===== config.mk =====
export PLATFORM = sky130hd
export DESIGN_NAME = vote_console_driver
export DESIGN_NICKNAME = d
export VERILOG_FILES = /design/src/rtl/vote_console_driver.sv
export SDC_FILE = /design/constraint.sdc
export NUM_CORES = 1
export LEC_CHECK = 0
export ABC_CLOCK_PERIOD_IN_PS = 2200
export BUFFER_PORTS_ARGS = -buffer_cell sky130_fd_sc_hd__buf_4
export CORE_UTILIZATION = 55
export DETAILED_ROUTE_END_ITERATION = 12
export MAX_ROUTING_LAYER = met4
export PLACE_DENSITY = 0.79
export SLEW_MARGIN = 20
export SYNTH_ARGS = -nofsm -noshare
export SYNTH_HDL_FRONTEND = slang
export SYNTH_SLANG_ARGS = --single-unit

===== constraint.sdc =====
create_clock -name clock -period 2.2 [get_ports clock]
set_input_delay 0.22 -clock clock [delete_from_list [all_inputs] [get_ports clock]]
set_output_delay 0.22 -clock clock [all_outputs]
set_load 0.01 [all_outputs]

===== src/rtl/vote_console_driver.sv =====
// Host-side driver that turns single-cycle vote/read requests into timed button/mode sequences.
// Optional macro VOTE_AUDIT_EN adds per-candidate shadow counters and a read-audit mismatch flag.
module vote_console_driver #(
    parameter int HOLD_CYCLES   = 110,
    parameter int GAP_CYCLES    = 25,
    parameter int SETTLE_CYCLES = 10,
    parameter int TIMER_W       = 16
) (
    input  logic       clock,
    input  logic       reset,
    input  logic       req_valid,
    output logic       req_ready,
    input  logic       req_op,
    input  logic [1:0] req_cand,
    output logic       resp_valid,
    output logic       resp_op,
    output logic [7:0] resp_count,
    output logic       resp_mismatch,
    output logic       vm_mode,
    output logic       vm_button1,
    output logic       vm_button2,
    output logic       vm_button3,
    output logic       vm_button4,
    input  logic [7:0] vm_led
);

    typedef enum logic [2:0] {
        IDLE     = 3'd0,
        PRESS    = 3'd1,
        MODE_SET = 3'd2,
        SHOW     = 3'd3,
        RELEASE  = 3'd4,
        DONE     = 3'd5
    } state_t;

    localparam logic [TIMER_W-1:0] HOLD_LOAD   = TIMER_W'(HOLD_CYCLES - 1);
    localparam logic [TIMER_W-1:0] GAP_LOAD    = TIMER_W'(GAP_CYCLES - 1);
    localparam logic [TIMER_W-1:0] SETTLE_LOAD = TIMER_W'(SETTLE_CYCLES - 1);

    state_t             state;
    state_t             next_state;
    logic [TIMER_W-1:0] timer;
    logic [TIMER_W-1:0] timer_next;
    logic               op_q;
    logic [1:0]         cand_q;
    logic               accept;
    logic               op_n;
    logic [1:0]         cand_n;
    logic               mode_d;
    logic [3:0]         buttons_d;
    logic [3:0]         buttons_q;

    assign accept = (state == IDLE) && req_valid;

    // State, phase timer and latched request
    always_ff @(posedge clock) begin
        if (reset) begin
            state  <= IDLE;
            timer  <= '0;
            op_q   <= 1'b0;
            cand_q <= 2'd0;
        end else begin
            state <= next_state;
            timer <= timer_next;
            if (accept) begin
                op_q   <= req_op;
                cand_q <= req_cand;
            end else begin
                op_q   <= op_q;
                cand_q <= cand_q;
            end
        end
    end

    // Next state; the timer reloads N-1 whenever a new phase is entered
    always_comb begin
        next_state = state;
        case (state)
            IDLE:     if (req_valid) next_state = req_op ? MODE_SET : PRESS;
                      else           next_state = IDLE;
            PRESS:    if (timer == '0) next_state = RELEASE; else next_state = PRESS;
            MODE_SET: if (timer == '0) next_state = SHOW;    else next_state = MODE_SET;
            SHOW:     if (timer == '0) next_state = RELEASE; else next_state = SHOW;
            RELEASE:  if (timer == '0) next_state = DONE;    else next_state = RELEASE;
            DONE:     next_state = IDLE;
            default:  next_state = IDLE;
        endcase
        timer_next = timer;
        if (next_state != state) begin
            case (next_state)
                PRESS:    timer_next = HOLD_LOAD;
                MODE_SET: timer_next = SETTLE_LOAD;
                SHOW:     timer_next = SETTLE_LOAD;
                RELEASE:  timer_next = GAP_LOAD;
                default:  timer_next = '0;
            endcase
        end else if (timer != '0) begin
            timer_next = timer - TIMER_W'(1);
        end else begin
            timer_next = timer;
        end
    end

    // Output values for the upcoming state, so the registered outputs line up with it
    always_comb begin
        op_n      = accept ? req_op : op_q;
        cand_n    = accept ? req_cand : cand_q;
        mode_d    = 1'b0;
        buttons_d = 4'b0000;
        case (next_state)
            PRESS:    buttons_d = 4'(4'b0001 << cand_n);
            MODE_SET: mode_d    = 1'b1;
            SHOW: begin
                mode_d    = 1'b1;
                buttons_d = 4'(4'b0001 << cand_n);
            end
            RELEASE:  mode_d    = op_n;
            default:  mode_d    = 1'b0;
        endcase
    end

    // Registered host and panel outputs
    always_ff @(posedge clock) begin
        if (reset) begin
            req_ready  <= 1'b1;
            resp_valid <= 1'b0;
            resp_op    <= 1'b0;
            resp_count <= 8'h00;
            vm_mode    <= 1'b0;
            buttons_q  <= 4'b0000;
        end else begin
            req_ready  <= (next_state == IDLE);
            resp_valid <= (next_state == DONE);
            vm_mode    <= mode_d;
            buttons_q  <= buttons_d;
            if (next_state == DONE) resp_op <= op_q;
            else                    resp_op <= resp_op;
            if (state == SHOW && timer == '0) resp_count <= vm_led;
            else                              resp_count <= resp_count;
        end
    end

    assign vm_button1 = buttons_q[0];
    assign vm_button2 = buttons_q[1];
    assign vm_button3 = buttons_q[2];
    assign vm_button4 = buttons_q[3];

`ifdef VOTE_AUDIT_EN
    logic [7:0] shadow [4];
    logic       mismatch_q;

    // Shadow tallies advance on vote completion; reads compare the captured led against them
    always_ff @(posedge clock) begin
        if (reset) begin
            for (int i = 0; i < 4; i++) shadow[i] <= 8'h00;
            mismatch_q <= 1'b0;
        end else if (state == RELEASE && next_state == DONE) begin
            if (op_q) mismatch_q <= (resp_count != shadow[cand_q]);
            else      shadow[cand_q] <= shadow[cand_q] + 8'd1;
        end else begin
            mismatch_q <= mismatch_q;
        end
    end

    assign resp_mismatch = mismatch_q;
`else
    assign resp_mismatch = 1'b0;
`endif

endmodule


; Yosys cells after proc, flatten, opt, wreduce, memory -nomap -nowiden
; Index checks and enable logic that the tools add are counted.
[word_totals]
ff_bits = 38
wordCells = 46
output_inout_bits = 17
input_bits = 14
[op_classes]
muxes = 13
n_shift = 1
add_sub_neg = 1
eq_ne = 10
bitwise = 1
n_reduce_logical = 10
[op_table]
columns = operator, count
row1 = $mux 16, 2
row2 = $pmux 7 s3, 1
row3 = $logic_not 16->1, 1
row4 = $reduce_bool 16->1, 1
row5 = $sub 16x1->16 const B, 1
row6 = $pmux 3 s5, 1
row7 = $eq 3x2->1 const B, 4
row8 = $eq 3x3->1 const B, 3
row9 = $eq 3x1->1 const B, 2
row10 = $logic_not 3->1, 2
row11 = $mux 2, 3
row12 = $mux 3, 2
row13 = $reduce_or 2->1, 3
row14 = $shl 1x2->4 const A, 1
row15 = $mux 1, 3
row16 = $ne 3x3->1, 1
row17 = $logic_and 1x1->1, 2
row18 = $pmux 1 s2, 1
row19 = $reduce_bool 2->1, 1
row20 = $not 1->1, 1

; Longest topological paths before layout
; Gate-level depths: netlist of run 1.
[logic_depth]
ltp_word = 7
mapped_depth = 8
ltp_nobuf = 7

; Worst setup path after synthesis of run 1
; OpenSTA, ideal clock, no wires.
[synth_timing]
kind = register -> register
from = register timer[0]
to = register timer[10]
setup_ps = 128
path_stages_with_launch = 8
period_less_slack_ps = 1811
required_ps = 2072
setup_slack_ps = 389
arrival_time_ps = 1683
cell_sequence = dfxtp_1 -> inv_1 -> ha_1 -> or3b_2 -> a211oi_1 -> nand2_1 -> xor2_1 -> nor2_1
[synth_via]
elab_chain_cells = 5
elab_cells_between_ends = 12
classes_between = add/sub (1) / eq/ne (1) / mux (7) / reduce/logical (3)
[synth_rtl]
columns = element, line
row1 = start: declaration, 42  ; logic [TIMER_W-1:0] timer;
row2 = start signal: assignment, 64  ; timer <= timer_next;
row3 = branches (longest 5 deep; another with $sub 16x1->16), n/a
; Several ways; the timed one is not identified. The select of a mux whose other input is x is not followed.
; A chain may end at the register's enable or synchronous reset.

; Worst setup path in the final report of run 1
; Ends and elaborated chain as after synthesis.

==> metrics, run 1 <==
status finished, final reports clean; Synthesized Nets 227; Slew HR 63.2%; H-tree Lvls 2; Tcrit/Tclk final 87.4%; Main synth FF type dfxtp_1; P_int 1.72 mW; worst vdd ir 0.965 mV; DIE HEIGHT 59.0 um; worst path required time 2450 ps; P_sw 1.10 mW; Net Sw Frac 39.0%; ys async rst share 0%; Worst Hold Class in -> reg; TritonCTS Sinks 38; Worst path max stage delay 500 ps; PD cells 1300 nW/um^2; Residual DRC 0; setup TNS 0 ps; Arr. time, crit path 2170 ps; post-detail-place hpwl 2720 um; most frequent cells in the layout dfxtp_1, buf_4, nand2_1; Setup CP Type reg -> reg; Seq pwr share 35.0%; antenna violations before repair 0; Fillers 250; grt total ovfl 0; combinational share of power 47.8%; total CTS buffers 5; LEAKAGE 0.844 nW; Worst Setup Start Kind flip-flop; I/O pin count 31; Slew @ Worst Pin 547 ps; post-CTS sizing 0; Clk Latency, worst-skew pair 350 ps; fmax 520 MHz; clock slew at reported path FFs 110 ps; clk buf depth 2; WL final 3680 um; max cap viols 0; PortBufs 29; clock power share 17.2%; post-CTS setup buffers 0; TritonCTS clock tree built; final hold vios 0; antenna-violating nets left 0; Slew Limit Fails 0; Core ar. 3080 um^2; GP Congestion 0.797; Initial Utilization 58.0%; Post-Syn Area 1790 um^2; first-pass GRT wire length 6170 um; sequential share of the synthesized area 42.6%; P&R area growth vs syn 21.9%; CTS hold repair buffers 0; RSZ-0062 raised after global routing no; element type at the critical path end flip-flop; average wire per standard cell 12.6 um; CP startpoint timer[0]$_SDFFE_PP0P_; WP depth 7; Top delay family on crit path simple AND/OR/NAND/NOR gates; drt pass-1 iters 5; min Tclk post-route 1920 ps; Via density 5.49; FP Rows 20; die area 3480 um^2; pin count of the biggest net entering global routing 27; average size of a mapped cell 8.42 um^2; Clock Skew 8.19 ps; root buffer cell clkbuf_4; # diodes 0; R2R cell count 7; Iteration-0 DRC Markers 60; Nets 263; Ys Warns 0; largest fanout on the critical path 7; chip width 59.0 um; vias in the first global route 1399; Post-synth EDFFs 0; Worst R2R Start timer[0]$_SDFFE_PP0P_; register bit total from synthesis 38; crit path to timer[10]$_SDFFE_PP0P_; Vias 1603; Yosys cell types 46; final hold slack 109 ps; sequence of cells on the critical path inv_1 > ha_2 > or3b_2 > a211oi_1 > nand2_1 > xor2_1 > nor2_1; crit path max-delay cell type or3b_2; final setup fails 0; share of cells above drive strength 1 25.8%; total track usage 24.4%; Syn Inst Count 212; R2R Setup Slk 280 ps; Tot Pwr 2.82 mW; R2R Path End timer[10]$_SDFFE_PP0P_; count of buffer and inverter cells on the critical path 1
power groups by stage:
| stage | Sequential, mW | Clock, mW | Combinational [mW] |
|---|---|---|---|
| 2_1_floorplan | 0.956 | 0 | 0.984 |
| 3_3_place_gp | 0.993 | 0 | 1.31 |
| 3_5_place_dp | 0.995 | 0 | 1.33 |
| 4_1_cts | 0.981 | 0.489 | 1.33 |
| 5_1_grt | 1.01 | 0.529 | 1.50 |
| 6_report | 0.987 | 0.484 | 1.35 |
routing by layer:
layer	vias up	global-route usage, %	part of all wire (%)
met1	741	34.9	50
met3	6	6.77	5.4
li1	818	-	-
met2	38	32.1	43
met5	-	-	0
met4	0	9.86	1.5
logic make-up (layout without fill, tap and decap cells):
logic type      Yosys count  count (layout)  share of synthesized area (%)
flops                    38              38                           42.6
other cells               1               1                          0.210
buf+inv                  14              50                           3.43
fa+ha+maj                 1               1                          0.701
compound gates           40              40                           14.0
simple gates            106             106                           33.1
xor+xnor                 11              11                           5.40
mux                       1               1                          0.561
worst min path at each step:
stage                                            end                       start  depth (start not counted)
after floorplan                 cand_q[0]$_SDFF_PP0_                 req_cand[0]                          2
after global placement    resp_count[2]$_SDFFE_PP0P_  resp_count[2]$_SDFFE_PP0P_                          2
after detailed placement  resp_count[4]$_SDFFE_PP0P_  resp_count[4]$_SDFFE_PP0P_                          2
after CTS                 resp_count[3]$_SDFFE_PP0P_                   vm_led[3]                          3
after global routing      resp_count[3]$_SDFFE_PP0P_                   vm_led[3]                          3
final                     resp_count[6]$_SDFFE_PP0P_                   vm_led[6]                          3
cell type report:
class	count	area, um^2	area share, %
clock buffer	6	51.3	2.36
clock inverter	1	30.0	1.38
inverter	5	18.8	0.863
multi-input combinational	160	975	44.8
sequential	38	761	35.0
tap	44	55.1	2.53
timing repair buffer	38	285	13.1
tightest hold or removal path, cell delays in order:
cell and delay, ps:
buf_4 110, nand2_1 40, a21oi_1 50
stage by stage:
step / utilization [%] / worst slack, ps / cells / area (um^2)
2_1_floorplan: - / 389 / 212 / 1790
3_3_place_gp: 67.9 / 255 / 285 / 2090
3_5_place_dp: 67.9 / 138 / 285 / 2090
4_1_cts: 70.5 / 104 / 292 / 2170
5_1_grt: 70.7 / 55.6 / 292 / 2180
6_report: 70.7 / 278 / 292 / 2180
flip-flops by register name, indices dropped and copies added, names as in the netlist:
name        cells
timer          16
resp_count      8
buttons_q       4
state           3
cand_q          2
op_q            1
req_ready       1
resp_op         1
resp_valid      1
vm_mode         1
Yosys cell counts (2+ instances only):
library cell,n,area share [%]
xnor2_1,5,2.5
xor2_1,6,2.9
o21ai_0,2,0.56
a31oi_1,7,2.5
a21oi_1,18,5.0
nand3_1,5,1.4
inv_1,5,1.1
nand2_1,32,6.7
nor4_1,2,0.70
nand3b_1,4,1.7
nand3_2,2,1.1
clkbuf_1,6,1.3
buf_4,2,0.84
nor2_1,25,5.3
nor3_1,12,3.4
dfxtp_1,38,43
nor3b_1,4,1.7
nor4_4,2,2.4
a211oi_1,4,1.7
nor2b_1,3,1.1
nor4_2,3,2.1
No activity file was read; power rests on OpenSTA's default activity.
==> run 2, diff against run 1 <==
Settings changed: ABC_AREA set to 1, CORE_MARGIN set to 3, PLACE_DENSITY 0.79 to 0.78.
==> run 2 against run 1 <==
Net effect:
- critical path depth rose by 2
- largest cell class unchanged
- clock-buffer cell count rose by 1
- clock power fell by 23%
- worst hold slack improved by 1.4 ps
==> metrics, run 2 <==
status finished, final reports clean; most frequent cells in the layout dfxtp_1, buf_4, nor2_1; Tcrit/Tclk final 86.9%; WL final 3750 um; Multi-input gate area 991 um^2; drt pass-1 iters 5; biggest regs timer x16, resp_count x8, buttons_q x4; LEAKAGE 1.04 nW; Synthesized Nets 246; register bit total from synthesis 38; worst path required time 2450 ps; clk buf depth 2; setup TNS 0 ps; antenna violations before repair 0; Fillers 284; sequential share of the synthesized area 39.9%; largest reg by FF count timer; die area 4210 um^2; Arr. time, crit path 2160 ps; routed length on met3 178 um; CTS hold repair buffers 0; Initial Utilization 60.0%; FP Rows 20; Yosys top cell by area dfxtp_1; Iteration-0 DRC Markers 114; min Tclk post-route 1910 ps; total CTS buffers 5; P&R area growth vs syn 16.4%; share of cells above drive strength 1 31.3%; H-tree Lvls 2; first-pass GRT wire length 6470 um; DR top layer met4; post-CTS sizing 0; Worst R2R Start timer[0]$_SDFFE_PP0P_; count leader, synth dfxtp_1; PD cells 1780 nW/um^2; Slew HR 65.3%; Nets 279; final hold slack 111 ps; crit path to timer[9]$_SDFFE_PP0P_; PortBufs 29; total track usage 20.4%; average size of a mapped cell 8.25 um^2; pin count of the biggest net entering global routing 17; element type at the critical path end flip-flop; metal2 WL 1800 um; root buffer cell clkbuf_4; R2R cell count 9; max cap viols 0; clock slew at reported path FFs 110 ps; max reg flops 16; Main synth FF type dfxtp_1; vias in the first global route 1485; Vias 1569; final non-filler cell total 309; commonest cells in the synthesized netlist dfxtp_1, nor2_1, inv_1, nand2_1, nand3_1; final setup fails 0; antenna-violating nets left 0; Core ar. 3180 um^2; R2R Setup Slk 290 ps; Worst Hold Class in -> reg; largest fanout on the critical path 9; top cells by area, synth dfxtp_1, nor2_1, inv_1; fin util 69.8%; average wire per standard cell 12.1 um; Ys Warns 0; Slew Limit Fails 0; DRT met1 WL 1700 um; Clock Skew 4.85 ps; Slew @ Worst Pin 516 ps; Yosys cell types 39; CP startpoint timer[0]$_SDFFE_PP0P_; Post-Syn Area 1910 um^2; post-synth top area share 39.9%; Setup CP Type reg -> reg; fmax 523 MHz; chip width 64.9 um; Worst Setup Start Kind flip-flop; RSZ-0062 raised after global routing no; grt total ovfl 0; TritonCTS Sinks 38; Post-synth EDFFs 0; Residual DRC 0; R2R Path End timer[9]$_SDFFE_PP0P_; I/O pin count 31; Via density 5.08; TritonCTS clock tree built; final hold vios 0; worst vdd ir 0.940 mV; Syn Inst Count 231; GP Congestion 0.878; ys async rst share 0%; # diodes 0; Clk Latency, worst-skew pair 340 ps; most common cell after layout, fill and taps aside dfxtp_1; placed cell count 301; Sequential cell area 761 um^2; DIE HEIGHT 64.9 um; post-detail-place hpwl 2850 um; post-CTS setup buffers 0
-- run 2: cell types whose count changed after synthesis, moves of 5 or more --
cell / delta
a21oi_1: -7
a31oi_1: -7
clkbuf_1: -5
inv_1: +20
inv_2: +5
nand2_1: -7
nand2_2: +7
nand3_1: +7
nand4_1: +5
nor2_2: +6
nor3_1: -10
o21ai_0: +8
-- run 2: power by group --
part / total (mW) / leakage (nW) / internal, mW / switching, mW
combinational: 2.51 / 0.693 / 0.915 / 1.59
clock: 0.373 / 0.0353 / 0.155 / 0.218
sequential: 1.07 / 0.310 / 0.894 / 0.175
total: 3.95 / 1.04 / 1.96 / 1.99
-- run 2: critical path, stage by stage, from the launching register on --
cell	delay (ps)
dfxtp_1	360
inv_1	60
ha_1	230
nand2_2	140
nor2_4	70
nand2_4	120
nand2_1	120
a31oi_4	360
nand3_4	160
nor4_1	200
-- run 2: worst min path at each step --
stage                    startpoint                    endpoint  cells past startpoint
2_1_floorplan                 reset       timer[9]$_SDFFE_PP0P_                      1
3_3_place_gp   resp_op$_SDFFE_PP0P_        resp_op$_SDFFE_PP0P_                      2
3_5_place_dp   resp_op$_SDFFE_PP0P_        resp_op$_SDFFE_PP0P_                      2
4_1_cts                   vm_led[2]  resp_count[2]$_SDFFE_PP0P_                      3
5_1_grt                   vm_led[0]  resp_count[0]$_SDFFE_PP0P_                      3
6_report                  vm_led[4]  resp_count[4]$_SDFFE_PP0P_                      3
-- run 2: metal layers --
metal / GRT usage [%] / vias up
li1: - / 817
met1: 24.8 / 710
met2: 32.3 / 35
met3: 4.68 / 7
met4: 9.23 / 0
met5: - / -
-- run 2: area by class of cell --
| class | instances | share of cell area, % |
|---|---|---|
| inverters | 32 | 5.70 |
| clock buffers | 7 | 2.48 |
| repair buffers | 30 | 10.2 |
| clock inverters | 1 | 0.226 |
| multi-input cells | 157 | 44.7 |
| well taps | 44 | 2.48 |
| flip-flops and latches | 38 | 34.3 |
-- run 2: metrics by stage --
stage | worst slack (ps) | power, mW | cell area, um^2
5_1_grt | 97.9 | 4.33 | 2220
3_5_place_dp | 273 | 3.59 | 2160
4_1_cts | 271 | 3.98 | 2220
3_3_place_gp | 397 | 3.57 | 2160
2_1_floorplan | 495 | 3.10 | 1910
6_report | 287 | 3.95 | 2220
-- run 2: cell families after synthesis --
| group | after synthesis | share of synthesized area [%] |
|---|---|---|
| other | 1 | 0.197 |
| flip-flops | 38 | 39.9 |
| adder cells (fa/ha/maj) | 1 | 0.656 |
| AND/OR/NAND/NOR | 110 | 34.0 |
| XOR/XNOR | 13 | 5.98 |
| AO/OA/AOI/OAI | 31 | 10.6 |
| multiplexers | 1 | 0.525 |
| buffers and inverters | 36 | 8.08 |
